### config.mk
export PLATFORM = sky130hd
export DESIGN_NAME = skinny_sbox8_isw_pini_iter_flat
export DESIGN_NICKNAME = d
export VERILOG_FILES = /design/src/rtl/skinny_sbox8_isw_pini_iter_if.sv /design/src/rtl/skinny_sbox8_isw_pini_iter.sv /design/src/flat_wrapper.sv
export SDC_FILE = /design/constraint.sdc
export NUM_CORES = 1
export LEC_CHECK = 0
export CORE_MARGIN = 4
export CORE_UTILIZATION = 46
export DETAILED_ROUTE_END_ITERATION = 8
export GPL_TIMING_DRIVEN = 1
export PLACE_DENSITY_LB_ADDON = 0.3
export SETUP_SLACK_MARGIN = 0.05
export SKIP_LAST_GASP = 1
export SLEW_MARGIN = 20
export SYNTH_ARGS = -nofsm -noshare
export SYNTH_HDL_FRONTEND = slang
export SYNTH_SLANG_ARGS = --single-unit
export TNS_END_PERCENT = 10
### constraint.sdc
create_clock -name clk -period 1.65 [get_ports clk]
set_input_delay 0.495 -clock clk [delete_from_list [all_inputs] [get_ports clk]]
set_output_delay 0.495 -clock clk [all_outputs]
set_load 0.03 [all_outputs]
### src/rtl/skinny_sbox8_isw_pini_iter_if.sv
// Handshake, share and randomness buses of the masked SKINNY-128 S-box engine.
// SKINNY_SBOX_OUT_REFRESH_EN adds the rnd_ref output-refresh randomness bus.
interface skinny_sbox8_isw_pini_iter_if #(
    parameter int SHARES = 2,
    parameter int NBYTES = 1
);
    localparam int RPG = SHARES * (SHARES - 1) / 2;
    localparam int RW  = NBYTES * 2 * RPG;
    localparam int SW  = SHARES * NBYTES * 8;

    logic          in_valid;
    logic          in_ready;
    logic [SW-1:0] in_sh;
    logic [RW-1:0] rnd;
    logic          rnd_req;
    logic          out_valid;
    logic          out_ready;
    logic [SW-1:0] out_sh;
    logic          busy;
`ifdef SKINNY_SBOX_OUT_REFRESH_EN
    logic [NBYTES*8*(SHARES-1)-1:0] rnd_ref;

    modport slave (
        input  in_valid, in_sh, rnd, out_ready, rnd_ref,
        output in_ready, rnd_req, out_valid, out_sh, busy
    );
    modport master (
        output in_valid, in_sh, rnd, out_ready, rnd_ref,
        input  in_ready, rnd_req, out_valid, out_sh, busy
    );
`else
    modport slave (
        input  in_valid, in_sh, rnd, out_ready,
        output in_ready, rnd_req, out_valid, out_sh, busy
    );
    modport master (
        output in_valid, in_sh, rnd, out_ready,
        input  in_ready, rnd_req, out_valid, out_sh, busy
    );
`endif
endinterface

### src/rtl/skinny_sbox8_isw_pini_iter.sv
// Masked SKINNY-128 S8 (SHARES shares, NBYTES lanes), one NOR layer per MUL/CMP pair; optional SKINNY_SBOX_OUT_REFRESH_EN.
// out_valid 8 clocks after accept; result held in HOLD until out_ready, in_ready low whenever busy.
module skinny_sbox8_isw_pini_iter #(
    parameter int SHARES = 2,
    parameter int NBYTES = 1
) (
    input logic                         clk,
    input logic                         rst_n,
    skinny_sbox8_isw_pini_iter_if.slave bus
);
    localparam int RPG = SHARES * (SHARES - 1) / 2;

    typedef enum logic [1:0] {ST_IDLE, ST_MUL, ST_CMP, ST_HOLD} state_t;

    state_t r_state, w_state_nxt;
    logic [1:0] r_layer;
    logic [SHARES-1:0][NBYTES-1:0][7:0] r_sh, r_out, w_sh_nxt, w_ref;
    logic [NBYTES-1:0][1:0][SHARES-1:0][SHARES-1:0] r_prod, w_prod;
    logic [NBYTES-1:0][1:0][SHARES-1:0] w_op_a, w_op_b, w_cmp;

    function automatic int pair_idx(input int i, input int j);
        return i * SHARES - (i * (i + 1)) / 2 + (j - i - 1);
    endfunction

    function automatic logic [7:0] layer_perm(input logic [7:0] x, input logic last);
        return last ? {x[7:3], x[1], x[2], x[0]}
                    : {x[2], x[1], x[7], x[6], x[4], x[0], x[3], x[5]};
    endfunction

    always_ff @(posedge clk or negedge rst_n) begin
        if (!rst_n) r_state <= ST_IDLE;
        else        r_state <= w_state_nxt;
    end

    always_comb begin
        w_state_nxt = r_state;
        case (r_state)
            ST_IDLE: if (bus.in_valid) w_state_nxt = ST_MUL;
            ST_MUL:  w_state_nxt = ST_CMP;
            ST_CMP:  w_state_nxt = (r_layer == 2'd3) ? ST_HOLD : ST_MUL;
            ST_HOLD: if (bus.out_ready) w_state_nxt = ST_IDLE;
            default: w_state_nxt = ST_IDLE;
        endcase
    end

    always_comb begin
        bus.in_ready  = (r_state == ST_IDLE);
        bus.out_valid = (r_state == ST_HOLD);
        bus.busy      = (r_state != ST_IDLE);
        bus.rnd_req   = (r_state == ST_MUL);
`ifdef SKINNY_SBOX_OUT_REFRESH_EN
        if (r_state == ST_CMP && r_layer == 2'd3) bus.rnd_req = 1'b1;
`endif
    end

    assign bus.out_sh = r_out;

    // NOR(a,b) = ~a & ~b: complementing share 0 alone complements the shared value.
    always_comb begin
        w_op_a = '0;
        w_op_b = '0;
        for (int b = 0; b < NBYTES; b++) begin
            for (int k = 0; k < SHARES; k++) begin
                w_op_a[b][0][k] = r_sh[k][b][7] ^ (k == 0);
                w_op_b[b][0][k] = r_sh[k][b][6] ^ (k == 0);
                w_op_a[b][1][k] = r_sh[k][b][3] ^ (k == 0);
                w_op_b[b][1][k] = r_sh[k][b][2] ^ (k == 0);
            end
        end
    end

    // Both halves of an off-diagonal pair share one random bit, so it cancels in the share XOR.
    always_comb begin
        w_prod = '0;
        for (int b = 0; b < NBYTES; b++) begin
            for (int g = 0; g < 2; g++) begin
                for (int i = 0; i < SHARES; i++) begin
                    for (int j = 0; j < SHARES; j++) begin
                        w_prod[b][g][i][j] = w_op_a[b][g][i] & w_op_b[b][g][j];
                        if (i != j)
                            w_prod[b][g][i][j] = w_prod[b][g][i][j] ^ bus.rnd[(b*2+g)*RPG +
                                ((i < j) ? pair_idx(i, j) : pair_idx(j, i))];
                    end
                end
            end
        end
    end

    always_comb begin
        w_cmp    = '0;
        w_sh_nxt = '0;
        for (int b = 0; b < NBYTES; b++) begin
            for (int g = 0; g < 2; g++) begin
                for (int i = 0; i < SHARES; i++) begin
                    w_cmp[b][g][i] = ^r_prod[b][g][i];
                end
            end
            for (int k = 0; k < SHARES; k++) begin
                w_sh_nxt[k][b] = layer_perm(r_sh[k][b] ^ {3'b000, w_cmp[b][0][k], 3'b000, w_cmp[b][1][k]},
                                            r_layer == 2'd3);
            end
        end
    end

`ifdef SKINNY_SBOX_OUT_REFRESH_EN
    always_comb begin
        w_ref = '0;
        for (int k = 1; k < SHARES; k++) begin
            w_ref[k] = bus.rnd_ref[(k-1)*NBYTES*8 +: NBYTES*8];
            w_ref[0] = w_ref[0] ^ bus.rnd_ref[(k-1)*NBYTES*8 +: NBYTES*8];
        end
    end
`else
    assign w_ref = '0;
`endif

    always_ff @(posedge clk or negedge rst_n) begin
        if (!rst_n) begin
            r_sh    <= '0;
            r_prod  <= '0;
            r_out   <= '0;
            r_layer <= '0;
        end else begin
            case (r_state)
                ST_IDLE: begin
                    if (bus.in_valid) begin
                        r_sh    <= bus.in_sh;
                        r_layer <= '0;
                    end
                end
                ST_MUL: r_prod <= w_prod;
                ST_CMP: begin
                    r_sh <= w_sh_nxt;
                    if (r_layer == 2'd3) r_out   <= w_sh_nxt ^ w_ref;
                    else                 r_layer <= r_layer + 2'd1;
                end
                default: ;
            endcase
        end
    end
endmodule

### src/flat_wrapper.sv
// flat-port wrapper written by rule: the top's interface ports become plain ports
module skinny_sbox8_isw_pini_iter_flat 
#(
    parameter int SHARES = 2,
    parameter int NBYTES = 1
)
  (clk, rst_n, bus_in_valid, bus_in_sh, bus_rnd, bus_out_ready, bus_in_ready, bus_rnd_req, bus_out_valid, bus_out_sh, bus_busy);
  skinny_sbox8_isw_pini_iter_if #(.SHARES(SHARES), .NBYTES(NBYTES)) bus_i ();
  input logic clk;
  input logic rst_n;
  input wire logic [$bits(bus_i.in_valid)-1:0] bus_in_valid;
  input wire logic [$bits(bus_i.in_sh)-1:0] bus_in_sh;
  input wire logic [$bits(bus_i.rnd)-1:0] bus_rnd;
  input wire logic [$bits(bus_i.out_ready)-1:0] bus_out_ready;
  output wire logic [$bits(bus_i.in_ready)-1:0] bus_in_ready;
  output wire logic [$bits(bus_i.rnd_req)-1:0] bus_rnd_req;
  output wire logic [$bits(bus_i.out_valid)-1:0] bus_out_valid;
  output wire logic [$bits(bus_i.out_sh)-1:0] bus_out_sh;
  output wire logic [$bits(bus_i.busy)-1:0] bus_busy;
  assign bus_i.in_valid = bus_in_valid;
  assign bus_i.in_sh = bus_in_sh;
  assign bus_i.rnd = bus_rnd;
  assign bus_i.out_ready = bus_out_ready;
  assign bus_in_ready = bus_i.in_ready;
  assign bus_rnd_req = bus_i.rnd_req;
  assign bus_out_valid = bus_i.out_valid;
  assign bus_out_sh = bus_i.out_sh;
  assign bus_busy = bus_i.busy;
  skinny_sbox8_isw_pini_iter #(.SHARES(SHARES), .NBYTES(NBYTES)) u_core (.clk(clk), .rst_n(rst_n), .bus(bus_i));
endmodule
==> impl_metrics.py, run 1 <==
metrics = {
    "clocking": {
        "cts_tree": "done",
        "cts_inserted_buffers": 5,
        "clk_pin_slew_ns": 0.09,
        "cts.sinks": 44,
        "htree_num_levels": 2,
        "cts_buffer_depth": 2,
        "insertion_delay_ns": 0.29,
        "cts-root-buf": "clkbuf_8",
        "hold_buffers": 0,
    },
    "detailed_routing": {
        "routed_via_density": 5.505,
        "drc": 0,
        "route.met3.wl_um": 282,
        "wl_met2_um": 2437,
        "routedWlPerCell_um": 16.89,
        "antenna_left": 0,
        "drt-pass1-iter-count": 4,
        "drt_iter0_markers": 154,
        "wl_um": 5219,
        "num_vias": 1701,
        "highest_layer": "met4",
        "met1_length_um": 2446,
    },
    "synthesis": {
        "synth_compound_area_frac": 0.2024,
        "ys_async_sr_fraction": 1.000,
        "synth-seq-cells": 44,
        "synth-seq-area-share": 0.5119,
        "synthSimpleGateAreaFrac": 0.1152,
        "yosys.area_share.adder": 0.01163,
        "ys.flop_type": "dfrtp_1",
        "syn_area_mm2": 0.002151,
        "syn_nets": 225,
        "postSynthAreaPerCell_um2": 10.70,
        "synth_cell_types": 38,
        "synth_xor_area_frac": 0.06050,
        "synth_top_family_by_area": "compound AO/OA/AOI/OAI gates",
        "muxShareOfSynthArea": 0.05585,
        "synth_edf_count": 0,
        "ys_warn_count": 0,
        "syn_inst": 201,
    },
    "sta": {
        "skew_ns": 0.006952,
        "setup_viol": 14,
        "setup_slack_ns": -0.1621,
        "hold_ws_ns": 0.1335,
        "worstMarginPinSlew_ns": 0.4301,
        "slew_headroom": 0.7132,
        "post-route-min-period_ns": 1.812,
        "fin_crit_sh": 1.098,
        "slew_violations": 0,
        "final-hold-violation-count": 0,
        "rsz0062_at_grt": "true",
        "max_freq_mhz": 551.8,
    },
    "setup_path": {
        "crit_chain": "clkdlybuf4s50_1",
        "r2r_setup_slack_ns": 0.06,
        "cp.buffers_inverters": 1,
        "critPathTopFamily": "buffers and inverters",
        "r2r-start": "u_core.r_layer[0]",
        "crit_slowest_cell": "clkdlybuf4s50_1",
        "crit_required_ns": 1.15,
        "worst_ep_arrival_time_ns": 1.32,
        "critical_path_class": "reg -> out",
        "cp-start-kind": "flop",
        "r2r_cells": 4,
        "cp-end-kind": "output pin",
        "r2r-end": "u_core.r_sh[14]",
        "max_stage_delay_ns": 0.67,
        "worst-path-max-fanout": 2,
    },
    "job": {
        "drv_cap": 0,
    },
    "power": {
        "power_density_mw_per_mm2": 2174,
        "ir_drop_uv": 1053,
        "total_leakage_power_nw": 1.258,
    },
    "global_routing": {
        "grt.overflow.total": 0,
        "grt_pass1_wl_um": 8493,
        "grt_max_degree": 29,
        "grt_usage": 0.1830,
        "grt_pass1_vias": 1677,
        "antenna_found_initial": 0,
    },
    "place": {
        "gp_congestion": 0.8478,
        "portBuffers": 41,
        "place_hpwl_um": 3899,
    },
    "layout": {
        "final_cell_mix": "dfrtp_1 (44), clkdlybuf4s50_1 (30), nand2_1 (23)",
        "drive_above_1_share": 0.1673,
        "antenna_cells": 0,
        "areaGrowthSynthToFinish_pct": 31.82,
        "final_core_util": 0.6380,
        "nNetsFinal": 280,
        "num-fill-cells": 368,
        "layout_commonest_cell": "dfrtp_1",
    },
    "die": {
        "fp.dieW_um": 76.38,
        "die_y_um": 76.38,
        "rows": 24,
        "initial_core_util": 0.4840,
        "coreArea_mm2": 0.004444,
        "dieArea_mm2": 0.005834,
        "io_pins": 42,
    },
    "worst_hold_path": {
        "hold_class": "in -> async",
    },
    "run_status": {
        "violations": "setup timing",
        "outcome": "finished, violations left",
    },
}
synth_stat cells (2+ instances only):
library cell  count  share of area
dfrtp_1          44           0.51
nand2_1          23          0.040
o21ai_0          13          0.030
a21oi_1          12          0.028
o22ai_1          11          0.032
inv_1             8          0.014
nand2b_1          8          0.023
nor2b_1           8          0.023
buf_2             7          0.016
mux2_2            6          0.031
nor2_1            6          0.010
o21ai_1           5          0.012
a22oi_1           4          0.014
a2bb2oi_1         4          0.016
xnor2_1           4          0.016
xor3_1            4          0.044
mux2i_1           3          0.014
a2111oi_2         2          0.014
a311o_1           2         0.0093
a31oi_1           2         0.0058
buf_4             2         0.0070
clkbuf_1          2         0.0035
ha_1              2          0.012
mux2_1            2          0.010
nor3_1            2         0.0047
o221ai_1          2         0.0081
o31ai_1           2         0.0070
registers in the layout, summed over array words and instances, names as in the netlist:
name               cells
u_core.bus.out_sh     16
u_core.r_state         2
u_core.r_prod          8
u_core.r_sh           16
u_core.r_layer         2
metal layers:
| metal | vias to the layer above | track usage |
|---|---|---|
| met1 | 820 | 0.2646 |
| met3 | 4 | 0.03664 |
| met2 | 45 | 0.2821 |
| li1 | 832 | - |
| met4 | 0 | 0.04710 |
| met5 | - | 0 |
what timing repair did:
item | 4_1_cts | 5_1_grt
endpoints found under the setup margin | 21 | 42
hold endpoints to repair | 0 | 0
gates resized for setup | 2 | 4
buffers inserted | 0 | 0
how the worst max path moves through the flow:
stage,cells after the start,start,end
finish,1,u_core.bus.out_sh[10],bus_out_sh[10]
global route,1,u_core.bus.out_sh[9],bus_out_sh[9]
CTS,1,u_core.bus.out_sh[12],bus_out_sh[12]
detailed placement,4,bus_in_valid,u_core.r_sh[14]
global placement,4,bus_in_valid,u_core.r_sh[13]
floorplan,3,u_core.r_state[0],bus_busy
cell families after synthesis:
group                    count (synthesis)
AO/OA/AOI/OAI                           65
XOR/XNOR                                 8
adder cells (fa/ha/maj)                  2
buffers and inverters                   20
flip-flops                              44
multiplexers                            11
AND/OR/NAND/NOR                         51
through the flow:
step | setup TNS [ns] | worst slack, ns | instance area (µm²) | total power [W] | std cells
3_3_place_gp | -2.144 | -0.2135 | 2706 | 0.005248 | 301
2_1_floorplan | 0 | 0.03245 | 2156 | 0.004124 | 201
4_1_cts | -2.820 | -0.1780 | 2825 | 0.006198 | 309
6_report | -1.981 | -0.1621 | 2835 | 0.006165 | 309
5_1_grt | -2.975 | -0.2173 | 2835 | 0.006569 | 309
3_5_place_dp | -2.808 | -0.2710 | 2706 | 0.005335 | 301
layout make-up:
type | instances | area [µm²] | share of cell area
clock inverter | 2 | 38.79 | 0.01368
timing repair buffer | 59 | 550.5 | 0.1942
inverter | 9 | 33.78 | 0.01192
tap | 52 | 65.06 | 0.02295
sequential | 44 | 1101 | 0.3884
clock buffer | 6 | 82.58 | 0.02913
multi-input combinational | 137 | 963.4 | 0.3398
power by group:
| part | total [W] | switching (W) | internal, W |
|---|---|---|---|
| clock network | 0.000866 | 0.000371 | 0.000495 |
| logic | 0.00322 | 0.00173 | 0.00150 |
| registers | 0.00207 | 0.000477 | 0.00160 |
No activity file was read; power rests on OpenSTA's default activity.
==> inputs of run 2 (changes only) <==
CTS_CLUSTER_DIAMETER = 120   (was default)
==> results of run 2 <==
Same layout as run 1: the final DEF is identical, and so are final timing and power.
==> inputs of run 3 (changes only) <==
GPL_TIMING_DRIVEN = default   (was 1)
PLACE_DENSITY = 0.72   (was default)
PLACE_DENSITY_LB_ADDON = default   (was 0.3)
==> run 3 against run 2 <==
Compared with the run above: the flow still finishes with violations (setup timing); die area unchanged; count of clock-buffer cells in the layout unchanged; register-to-register slack better by 0.02 ns; clock skew down 0.00072 ns; largest power group unchanged.
==> impl_metrics.py, run 3 (same netlist as run 1, synthesis figures left out) <==
metrics = {
    "sta": {
        "final-hold-violation-count": 0,
        "worstMarginPinSlew_ns": 0.3180,
        "rsz0062_at_grt": "true",
        "slew_violations": 0,
        "fin_crit_sh": 1.106,
        "max_freq_mhz": 547.9,
        "setup_slack_ns": -0.1750,
        "skew_ns": 0.006228,
        "post-route-min-period_ns": 1.825,
        "tns_ns": -2.495,
        "setup_viol": 17,
        "slew_headroom": 0.7873,
    },
    "place": {
        "place_hpwl_um": 3865,
        "portBuffers": 41,
        "gp_congestion": 0.8733,
    },
    "global_routing": {
        "antenna_found_initial": 0,
        "grt_pass1_wl_um": 8749,
        "grt_usage": 0.1912,
        "grt_pass1_vias": 1679,
        "grt.overflow.total": 0,
        "grt_max_degree": 45,
    },
    "setup_path": {
        "crit_required_ns": 1.15,
        "worst_ep_arrival_time_ns": 1.33,
        "worst-path-max-fanout": 2,
        "cp-start-kind": "flop",
        "cp.buffers_inverters": 1,
        "critical_path_class": "reg -> out",
        "cp-end-kind": "output pin",
        "max_stage_delay_ns": 0.67,
        "critPathTopFamily": "buffers and inverters",
        "crit_chain": "clkdlybuf4s50_1",
        "crit_slowest_cell": "clkdlybuf4s50_1",
    },
    "power": {
        "total_leakage_power_nw": 1.257,
        "power_density_mw_per_mm2": 2142,
        "ir_drop_uv": 923.4,
    },
    "clocking": {
        "htree_num_levels": 2,
        "hold_buffers": 0,
        "insertion_delay_ns": 0.30,
        "cts_inserted_buffers": 5,
        "cts_buffer_depth": 2,
        "clk_pin_slew_ns": 0.08,
        "cts_tree": "done",
        "cts.sinks": 44,
        "cts-root-buf": "clkbuf_8",
    },
    "layout": {
        "final_cell_mix": "dfrtp_1 (42), clkdlybuf4s50_1 (34), buf_4 (26)",
        "antenna_cells": 0,
        "multi_input_area_um2": 968.4,
        "regArea_mm2": 0.001104,
        "final_core_util": 0.6484,
        "num-fill-cells": 367,
        "drive_above_1_share": 0.2045,
        "layout_commonest_cell": "dfrtp_1",
        "areaGrowthSynthToFinish_pct": 33.97,
        "nNetsFinal": 287,
    },
    "die": {
        "rows": 24,
        "initial_core_util": 0.4840,
        "die_y_um": 76.38,
        "io_pins": 42,
        "dieArea_mm2": 0.005834,
        "fp.dieW_um": 76.38,
        "coreArea_mm2": 0.004444,
    },
    "detailed_routing": {
        "route.met3.wl_um": 299,
        "drt_iter0_markers": 88,
        "wl_met2_um": 2388,
        "met1_length_um": 2463,
        "routed_via_density": 5.532,
        "routedWlPerCell_um": 16.71,
        "antenna_left": 0,
        "drt-pass1-iter-count": 4,
        "wl_um": 5279,
        "highest_layer": "met4",
        "num_vias": 1748,
        "drc": 0,
    },
    "run_status": {
        "outcome": "finished, violations left",
        "violations": "setup timing",
    },
    "job": {
        "drv_cap": 0,
    },
    "worst_hold_path": {
        "hold_class": "in -> async",
    },
}
run 3: area by class of cell:
class,instances,area share
timing repair buffer,66,0.2128
multi-input combinational,137,0.3361
clock buffer,6,0.02866
inverter,9,0.01172
sequential,44,0.3830
tap,52,0.02258
clock inverter,2,0.005211
run 3: where the power goes:
| part | switching, W | leakage, nW | internal [W] | total, W |
|---|---|---|---|---|
| Sequential | 0.000481 | 0.521 | 0.00160 | 0.00208 |
| Clock | 0.000380 | 0.0434 | 0.000339 | 0.000719 |
| Combinational | 0.00175 | 0.692 | 0.00162 | 0.00337 |
| Total | 0.00261 | 1.26 | 0.00356 | 0.00617 |
run 3: what timing repair did:
action | in CTS | in global routing
setup endpoints to repair | 20 | 30
resized for setup | 2 | 6
setup buffers | 0 | 5
gates cloned | 0 | 0
run 3: final timing paths:
check / start / endpoint / slack (ns) / cells past startpoint
setup / recovery: u_core.bus.out_sh[0] / bus_out_sh[0] / -0.18 / 1
hold / removal: rst_n / u_core.r_prod[6] / 0.16 / 2
setup reg to reg: u_core.r_layer[0] / u_core.r_sh[5] / 0.08 / 4
hold reg to reg: u_core.bus.out_sh[8] / u_core.bus.out_sh[8] / 0.48 / 2
max in group asynchronous: rst_n / u_core.r_state[1] / 1.27 / 2
min in group clk: u_core.bus.out_sh[8] / u_core.bus.out_sh[8] / 0.48 / 2
run 3: routing by layer:
metal | global-route usage | vias to the layer above
li1 | - | 843
met1 | 0.2694 | 842
met2 | 0.2856 | 52
met3 | 0.04492 | 11
met4 | 0.07428 | 0
met5 | 0 | -
run 3: stage by stage:
stage | cell area (µm²) | setup WS (ns) | total power (W) | std cells | hold slack (ns)
floorplan | 2156 | 0.03245 | 0.004124 | 201 | 0.1994
global placement | 2734 | -0.1033 | 0.005287 | 303 | 0.4640
detailed placement | 2734 | -0.1729 | 0.005353 | 303 | 0.4701
CTS | 2831 | -0.1952 | 0.006074 | 311 | 0.1636
global route | 2882 | -0.2352 | 0.006576 | 316 | 0.1650
finish | 2882 | -0.1750 | 0.006173 | 316 | 0.1589
